===== config.mk =====
export PLATFORM = sky130hd
export DESIGN_NAME = ema_envelope
export DESIGN_NICKNAME = d
export VERILOG_FILES = /design/src/rtl/agc_pkg.sv /design/src/rtl/ema_settle_ctr.sv /design/src/rtl/ema_envelope.sv
export SDC_FILE = /design/constraint.sdc
export NUM_CORES = 1
export LEC_CHECK = 0
export CORE_ASPECT_RATIO = 1.25
export CORE_MARGIN = 2
export CORE_UTILIZATION = 52
export DETAILED_ROUTE_END_ITERATION = 10
export GPL_ROUTABILITY_DRIVEN = 0
export MAX_ROUTING_LAYER = met4
export PLACE_DENSITY = 0.85
export SLEW_MARGIN = 20
export SYNTH_ARGS = -nofsm -noshare
export SYNTH_HDL_FRONTEND = slang
export SYNTH_SLANG_ARGS = --single-unit

===== constraint.sdc =====
create_clock -name clk -period 3.95 [get_ports clk]
set_input_delay 0.79 -clock clk [delete_from_list [all_inputs] [get_ports clk]]
set_output_delay 0.79 -clock clk [all_outputs]
set_load 0.1 [all_outputs]

===== src/rtl/agc_pkg.sv =====
// Shared AGC definitions: envelope FSM states, default widths and the
// accumulator width helper used by the EMA envelope follower.
package agc_pkg;

    typedef enum logic [1:0] {
        ST_SEED   = 2'd0,
        ST_SETTLE = 2'd1,
        ST_TRACK  = 2'd2
    } ema_state_e;

    localparam int W_MAG       = 27;
    localparam int ALPHA_SHIFT = 4;

    // Accumulator holds envelope * 2^s, so it needs s extra integer bits.
    function automatic int ema_acc_width(input int w, input int s);
        return w + s;
    endfunction

endpackage


===== src/rtl/ema_settle_ctr.sv =====
// Saturating up-counter with synchronous clear. at_last_o flags that the
// next increment will land on the terminal count SETTLE_LEN.
module ema_settle_ctr #(
    parameter int SETTLE_LEN = 64,
    parameter int CW         = $clog2(SETTLE_LEN + 1)
) (
    input  logic clk,
    input  logic rst,
    input  logic clr_i,
    input  logic inc_i,
    output logic at_last_o
);

    logic [CW-1:0] count_q;
    logic [CW-1:0] count_d;

    // Next count: clear wins, otherwise step up until the terminal count.
    always_comb begin
        count_d = count_q;
        if (clr_i) begin
            count_d = '0;
        end else if (inc_i && (count_q != CW'(SETTLE_LEN))) begin
            count_d = count_q + CW'(1);
        end
    end

    // Count register.
    always_ff @(posedge clk) begin
        if (rst) begin
            count_q <= '0;
        end else begin
            count_q <= count_d;
        end
    end

    assign at_last_o = (count_q == CW'(SETTLE_LEN - 1));

endmodule


===== src/rtl/ema_envelope.sv =====
// Exponential-moving-average envelope follower for the AGC path.
// Smooths an unsigned magnitude stream with coefficient 2^-ALPHA_SHIFT and
// flags when SETTLE_LEN updates have followed the seed sample.
// Optional build macro EMA_ROUND_EN: round-half-up with output saturation
// on env_o instead of plain truncation (accumulator unchanged).
//
// Handshake: valid_i marks a new mag_i sample, there is no backpressure;
// valid_o pulses for one cycle, one cycle after each accepted sample, and
// env_o holds its value between pulses.
module ema_envelope
    import agc_pkg::*;
#(
    parameter int W_IN        = W_MAG,
    parameter int ALPHA_SHIFT = agc_pkg::ALPHA_SHIFT,
    parameter int SETTLE_LEN  = 64
) (
    input  logic            clk,
    input  logic            rst,
    input  logic            clear_i,
    input  logic            valid_i,
    input  logic [W_IN-1:0] mag_i,
    output logic            valid_o,
    output logic [W_IN-1:0] env_o,
    output logic            settled_o
);

    localparam int AW = ema_acc_width(W_IN, ALPHA_SHIFT);

    ema_state_e      state_q, state_d;
    logic [AW-1:0]   acc_q, acc_d;
    logic [W_IN-1:0] env_q, env_d;
    logic            valid_q, valid_d;
    logic            settled_q, settled_d;

    logic [AW-1:0]   mag_ext;
    logic [AW-1:0]   acc_nx;
    logic [W_IN-1:0] env_nx;
    logic            ctr_clr;
    logic            ctr_inc;
    logic            ctr_at_last;

    ema_settle_ctr #(
        .SETTLE_LEN (SETTLE_LEN)
    ) u_settle_ctr (
        .clk       (clk),
        .rst       (rst),
        .clr_i     (ctr_clr),
        .inc_i     (ctr_inc),
        .at_last_o (ctr_at_last)
    );

    // Candidate accumulator value: seed loads the scaled sample, otherwise
    // the EMA update (bounded, so it never overflows AW bits).
    always_comb begin
        mag_ext = AW'(mag_i);
        if (state_q == ST_SEED) begin
            acc_nx = mag_ext << ALPHA_SHIFT;
        end else begin
            acc_nx = acc_q - (acc_q >> ALPHA_SHIFT) + mag_ext;
        end
    end

`ifdef EMA_ROUND_EN
    localparam logic [AW:0] HALF = (AW + 1)'(1) << (ALPHA_SHIFT - 1);
    logic [AW:0]   rnd_sum;
    logic [W_IN:0] rnd_sh;

    // Envelope from the candidate: round half up, saturate at full scale.
    always_comb begin
        rnd_sum = {1'b0, acc_nx} + HALF;
        rnd_sh  = (W_IN + 1)'(rnd_sum >> ALPHA_SHIFT);
        if (rnd_sh[W_IN]) begin
            env_nx = '1;
        end else begin
            env_nx = rnd_sh[W_IN-1:0];
        end
    end
`else
    // Envelope from the candidate: plain truncation.
    always_comb begin
        env_nx = W_IN'(acc_nx >> ALPHA_SHIFT);
    end
`endif

    // FSM next state and datapath register loads; clear beats a sample.
    always_comb begin
        state_d   = state_q;
        acc_d     = acc_q;
        env_d     = env_q;
        valid_d   = 1'b0;
        settled_d = settled_q;
        ctr_clr   = 1'b0;
        ctr_inc   = 1'b0;
        if (clear_i) begin
            state_d   = ST_SEED;
            acc_d     = '0;
            env_d     = '0;
            settled_d = 1'b0;
            ctr_clr   = 1'b1;
        end else if (valid_i) begin
            valid_d = 1'b1;
            acc_d   = acc_nx;
            env_d   = env_nx;
            case (state_q)
                ST_SEED: begin
                    ctr_clr = 1'b1;
                    state_d = ST_SETTLE;
                end
                ST_SETTLE: begin
                    ctr_inc = 1'b1;
                    if (ctr_at_last) begin
                        state_d   = ST_TRACK;
                        settled_d = 1'b1;
                    end
                end
                ST_TRACK: begin
                    ctr_inc = 1'b1;
                end
                default: begin
                    state_d = ST_SEED;
                end
            endcase
        end
    end

    // State and output registers.
    always_ff @(posedge clk) begin
        if (rst) begin
            state_q   <= ST_SEED;
            acc_q     <= '0;
            env_q     <= '0;
            valid_q   <= 1'b0;
            settled_q <= 1'b0;
        end else begin
            state_q   <= state_d;
            acc_q     <= acc_d;
            env_q     <= env_d;
            valid_q   <= valid_d;
            settled_q <= settled_d;
        end
    end

    assign valid_o   = valid_q;
    assign env_o     = env_q;
    assign settled_o = settled_q;

endmodule


Word-level counts from Yosys, hierarchy flattened
Cells that the tools add are included.
{"block": "op_classes", "addsub": 3, "n_eq_ne": 5, "mux": 10, "n_bitwise": 1, "reduce_logical": 7}
{"cell": "$add 31x27->31", "count": 1}
{"cell": "$mux 31", "count": 1}
{"cell": "$sub 31x27->31", "count": 1}
{"cell": "$add 7x1->7 const B", "count": 1}
{"cell": "$eq 7x6->1 const B", "count": 1}
{"cell": "$mux 1", "count": 7}
{"cell": "$ne 7x7->1 const B", "count": 1}
{"cell": "$pmux 2 s3", "count": 1}
{"cell": "$reduce_and 3->1", "count": 2}
{"cell": "$reduce_or 2->1", "count": 3}
{"cell": "$eq 2x1->1 const B", "count": 1}
{"cell": "$eq 2x2->1 const B", "count": 1}
{"cell": "$logic_not 2->1", "count": 1}
{"cell": "$mux 2", "count": 1}
{"cell": "$ne 2x2->1 const B", "count": 1}
{"cell": "$logic_and 1x1->1", "count": 1}
{"cell": "$not 1->1", "count": 1}
{"block": "totals", "regBits": 69, "out_inout_bits": 29, "word_cells": 32}

Depth between registers and ports, before layout
{"block": "depth", "word_depth": 6, "mapped_depth": 13, "depth_no_buf": 13}

By module
Synthesis repeated with hierarchy kept, for this count alone.
{"block": "hier_totals", "cells_unflattened": 615, "area_unflattened_um2": 4694.5}
{"module": "ema_envelope", "instances": 1, "cells_each": 572, "area_per_inst_um2": 4339.2, "seq_area_each_um2": 700.7}
{"module": "ema_settle_ctr", "instances": 1, "cells_each": 43, "area_per_inst_um2": 355.3, "seq_area_each_um2": 140.1}

Worst setup path before layout
Ideal clock, no wire load.
{"block": "synth_path", "path_kind": "input to register", "from": "input mag_i[1]", "to": "register acc_q[24]", "arrival_ns": 3.679, "required_ns": 3.882, "path_slack_ns": 0.203, "stages": 12, "n_path_buf": 0, "cell_sequence": "inv_1 fa_1 inv_1 fa_1 a211oi_1 o21ai_1 a2111oi_1 nor3_2 a211oi_1 o41a_1 mux2_4 a21oi_2"}
{"block": "synth_between", "elab_chain_cells": 2}
{"element": "start, declared", "line_no": "ema_envelope.sv:21", "text": "input logic [W_IN-1:0] mag_i,"}
{"element": "$add 31x27->31", "line_no": "ema_envelope.sv:59", "text": "acc_nx = acc_q - (acc_q >> ALPHA_SHIFT) + mag_ext;"}
{"element": "$mux 31", "line_no": "ema_envelope.sv:56", "text": "if (state_q == ST_SEED) begin"}
{"element": "end signal, assigned", "line_no": "ema_envelope.sv:130", "text": "acc_q <= '0;"}
{"element": "end signal, assigned", "line_no": "ema_envelope.sv:136", "text": "acc_q <= acc_d;"}
{"element": "end, declared", "line_no": "ema_envelope.sv:30", "text": "logic [AW-1:0] acc_q, acc_d;"}
No other way between the ends.
A chain may end at the register's enable or synchronous reset.

Final worst setup path
Same ends and word-level chain as after synthesis.

==> qor.txt <==
largest net degree at the start of global routing = 47
fmax = 257 MHz
Worst Skew = 0.00860 ns
part of the cycle the worst path needs = 98.4%
cts-stage hold buffer count = 0
first-pass GRT wire length = 20900 um
GR Overflow Total = 0
CTS tree = built
Design Power = 0.00193 W
Startpoint Class = input pin
row count = 38
Period minus WS final = 3.89 ns
run status = finished, final reports clean
later-pin clock latency in the skew report = 0.32 ns
DRC viols = 0
crit-path max FO = 2
Storage cell area = 841 sq um
Max stage delay on crit path = 0.53 ns
Mean Syn Cell Area = 7.66 sq um
Critical Path Slowest Stage Cell = fa_1
Post-synth top flop = dfxtp_1
total length of routed wires = 12700 um
relative slew slack = 33.1%
Yosys warning count = 0
worst reg2reg path depth = 11
H-tree levels = 2
die area = 9590 sq um
hold_sp = settled_o
critical path arrival = 4.15 ns
crit-path cells = clkdlybuf4s50_1, inv_1, fa_1, inv_1, fa_2, a211oi_2, o21ai_2, a2111oi_4, nor3_2, a211oi_2, o41a_1, mux2_4, a21oi_2
cells after synthesis = 599
Post-Syn Nets = 693
PD cells = 342 nW/um^2
class of the worst hold path = register to register
vias in the first global route = 4675
CTS clk-pin slew, worst paths = 0.10 ns
Top Ports = 60
drt first pass iters = 5
Fin. Hold Viols = 0
number of enable flip-flop cells after synthesis = 0
Yosys top cell area share = 18.3%
most common cell in the netlist = inv_1
multi-input logic area = 3070 sq um
Req. time, crit path = 4.22 ns
gr usage total = 28.7%
Synth area leader = dfxtp_1
wire per inst = 16.0 um
fin util = 65.7%
post-DP HPWL = 9930 um
post-synthesis register bit count = 42
fraction of registers with async set or reset after synthesis = 0%
Num CTS Buffers = 5
CP Capture Type = register
diodes inserted = 0
kind of critical path = input pin to register
Area contributors post-synth = dfxtp_1, fa_1, inv_1
area of the mapped netlist = 4590 sq um
ANT nets after route = 0
nets@finish = 768
P&R area growth vs syn = 23.2%
critical path launch point = mag_i[1]
Core Area = 8610 sq um
# Max-Cap Violations = 0
top cells by count, synth = inv_1, a21oi_1, nor2_1
filler cell count in the final layout = 721
PortBufs = 59
CTS Buffer Depth = 2
CTS Sinks = 42
share of post-route cells with drive strength above 1 = 12.7%
R2R Path Start = acc_q[5]
Peak VDD IR = 175 uV
clk root buf = clkbuf_8
hold depth = 2
Starting Density = 53.3%
Placed Area = 5460 sq um
final setup fails = 0
fin area = 5650 sq um
Synth cell types = 59
initial antenna violation count = 0
die height = 109 um
Static Leak = 2.64 nW
Avg Vias per Cell = 5.66
sequential fraction of the synthesis area = 18.3%
Max Transition Viols Final = 0
Die Wd = 88.0 um
starting DRC count in detailed routing = 241
actual slew at the worst max-slew pin = 1.00 ns
via count = 4497
## placed cells by master, fill, tap and decap left out, drive strengths merged, types with 3 or more instances in the layout
cell	Yosys	final
nor2b	4	4
o21a	3	3
a21o	13	13
a211oi	7	7
inv	124	124
fa	27	27
nand2	30	30
o22ai	11	11
a221oi	3	3
xor2	11	11
nor2	43	43
a21oi	53	53
clkbuf	17	6
nand4	8	8
mux2i	9	9
nand3	6	6
and3	4	4
a31oi	6	6
o21bai	7	7
dfxtp	42	42
buf	30	56
a2bb2oi	12	12
nor3	8	8
xnor2	16	16
ha	36	36
or3	4	4
nand2b	3	3
clkdlybuf4s50	0	59
o21ai	28	28
## final timing paths
check,slack (ns),endpoint
max,0.06,acc_q[24]
min,0.49,settled_o
min reg2reg,0.49,settled_o
max reg2reg,0.72,acc_q[24]
## layer usage
| layer | global-route usage, % | vias up | wire length (um) |
|---|---|---|---|
| li1 | - | 2127 | - |
| met1 | 30.0 | 2127 | 4800 |
| met2 | 51.3 | 184 | 6620 |
| met3 | 3.10 | 59 | 541 |
| met4 | 16.9 | 0 | 750 |
| met5 | - | - | 0 |
## cell type report
| cell class | instances | share of cell area (%) |
|---|---|---|
| Timing Repair Buffer | 115 | 17.9 |
| Tap cell | 120 | 2.66 |
| Multi-Input combinational cell | 386 | 54.4 |
| Clock inverter | 2 | 0.664 |
| Inverter | 124 | 8.24 |
| Sequential cell | 42 | 14.9 |
| Clock buffer | 6 | 1.28 |
## sequential cells by signal (all words and copies together), names as in the netlist
name / flops
valid_o: 1
env_o: 1
settled_o: 1
state_q: 2
acc_q: 30
u_settle_ctr.count_q: 7
## through the flow
step / cells / worst slack, ns / hold WS [ns] / TNS (ns)
global route: 795 / -0.0286 / 0.533 / -0.0286
CTS: 794 / 0.00898 / 0.492 / 0
floorplan: 599 / 0.203 / 0.460 / 0
finish: 795 / 0.0642 / 0.490 / 0
global placement: 786 / -0.428 / 0.455 / -1.95
detailed placement: 786 / -0.572 / 0.474 / -3.25
## worst max-delay path: cells and delay by family
| kind | cells | cell delay, ns |
|---|---|---|
| AO/OA/AOI/OAI | 6 | 1.41 |
| adder cells (fa/ha/maj) | 2 | 0.94 |
| buffers and inverters | 3 | 0.62 |
| multiplexers | 1 | 0.31 |
| AND/OR/NAND/NOR | 1 | 0.09 |
## kinds of logic (layout without fill, tap and decap cells)
family / Yosys count / in the layout / share of synthesized area (%)
buffers and inverters: 171 / 247 / 16.2
xor gates and xnor gates: 27 / 27 / 5.16
DFF: 42 / 42 / 18.3
muxes: 10 / 10 / 2.29
and+or+nand+nor: 123 / 123 / 13.3
adders and majority gates: 63 / 63 / 21.6
AOI/OAI and AO/OA: 163 / 163 / 23.1
## repair_timing
| action | 4_1_cts | 5_1_grt |
|---|---|---|
| endpoints found under the setup margin | 3 | 8 |
| resized for setup | 3 | 12 |
| pin swaps | 0 | 6 |
| buffers inserted | 0 | 1 |
## report_power, final
| part | switching (W) | internal (W) |
|---|---|---|
| Sequential | 0.0000173 | 0.000437 |
| Combinational | 0.000629 | 0.000480 |
| Clock | 0.000182 | 0.000189 |
Note: power is estimated with default switching activity, not from simulation.
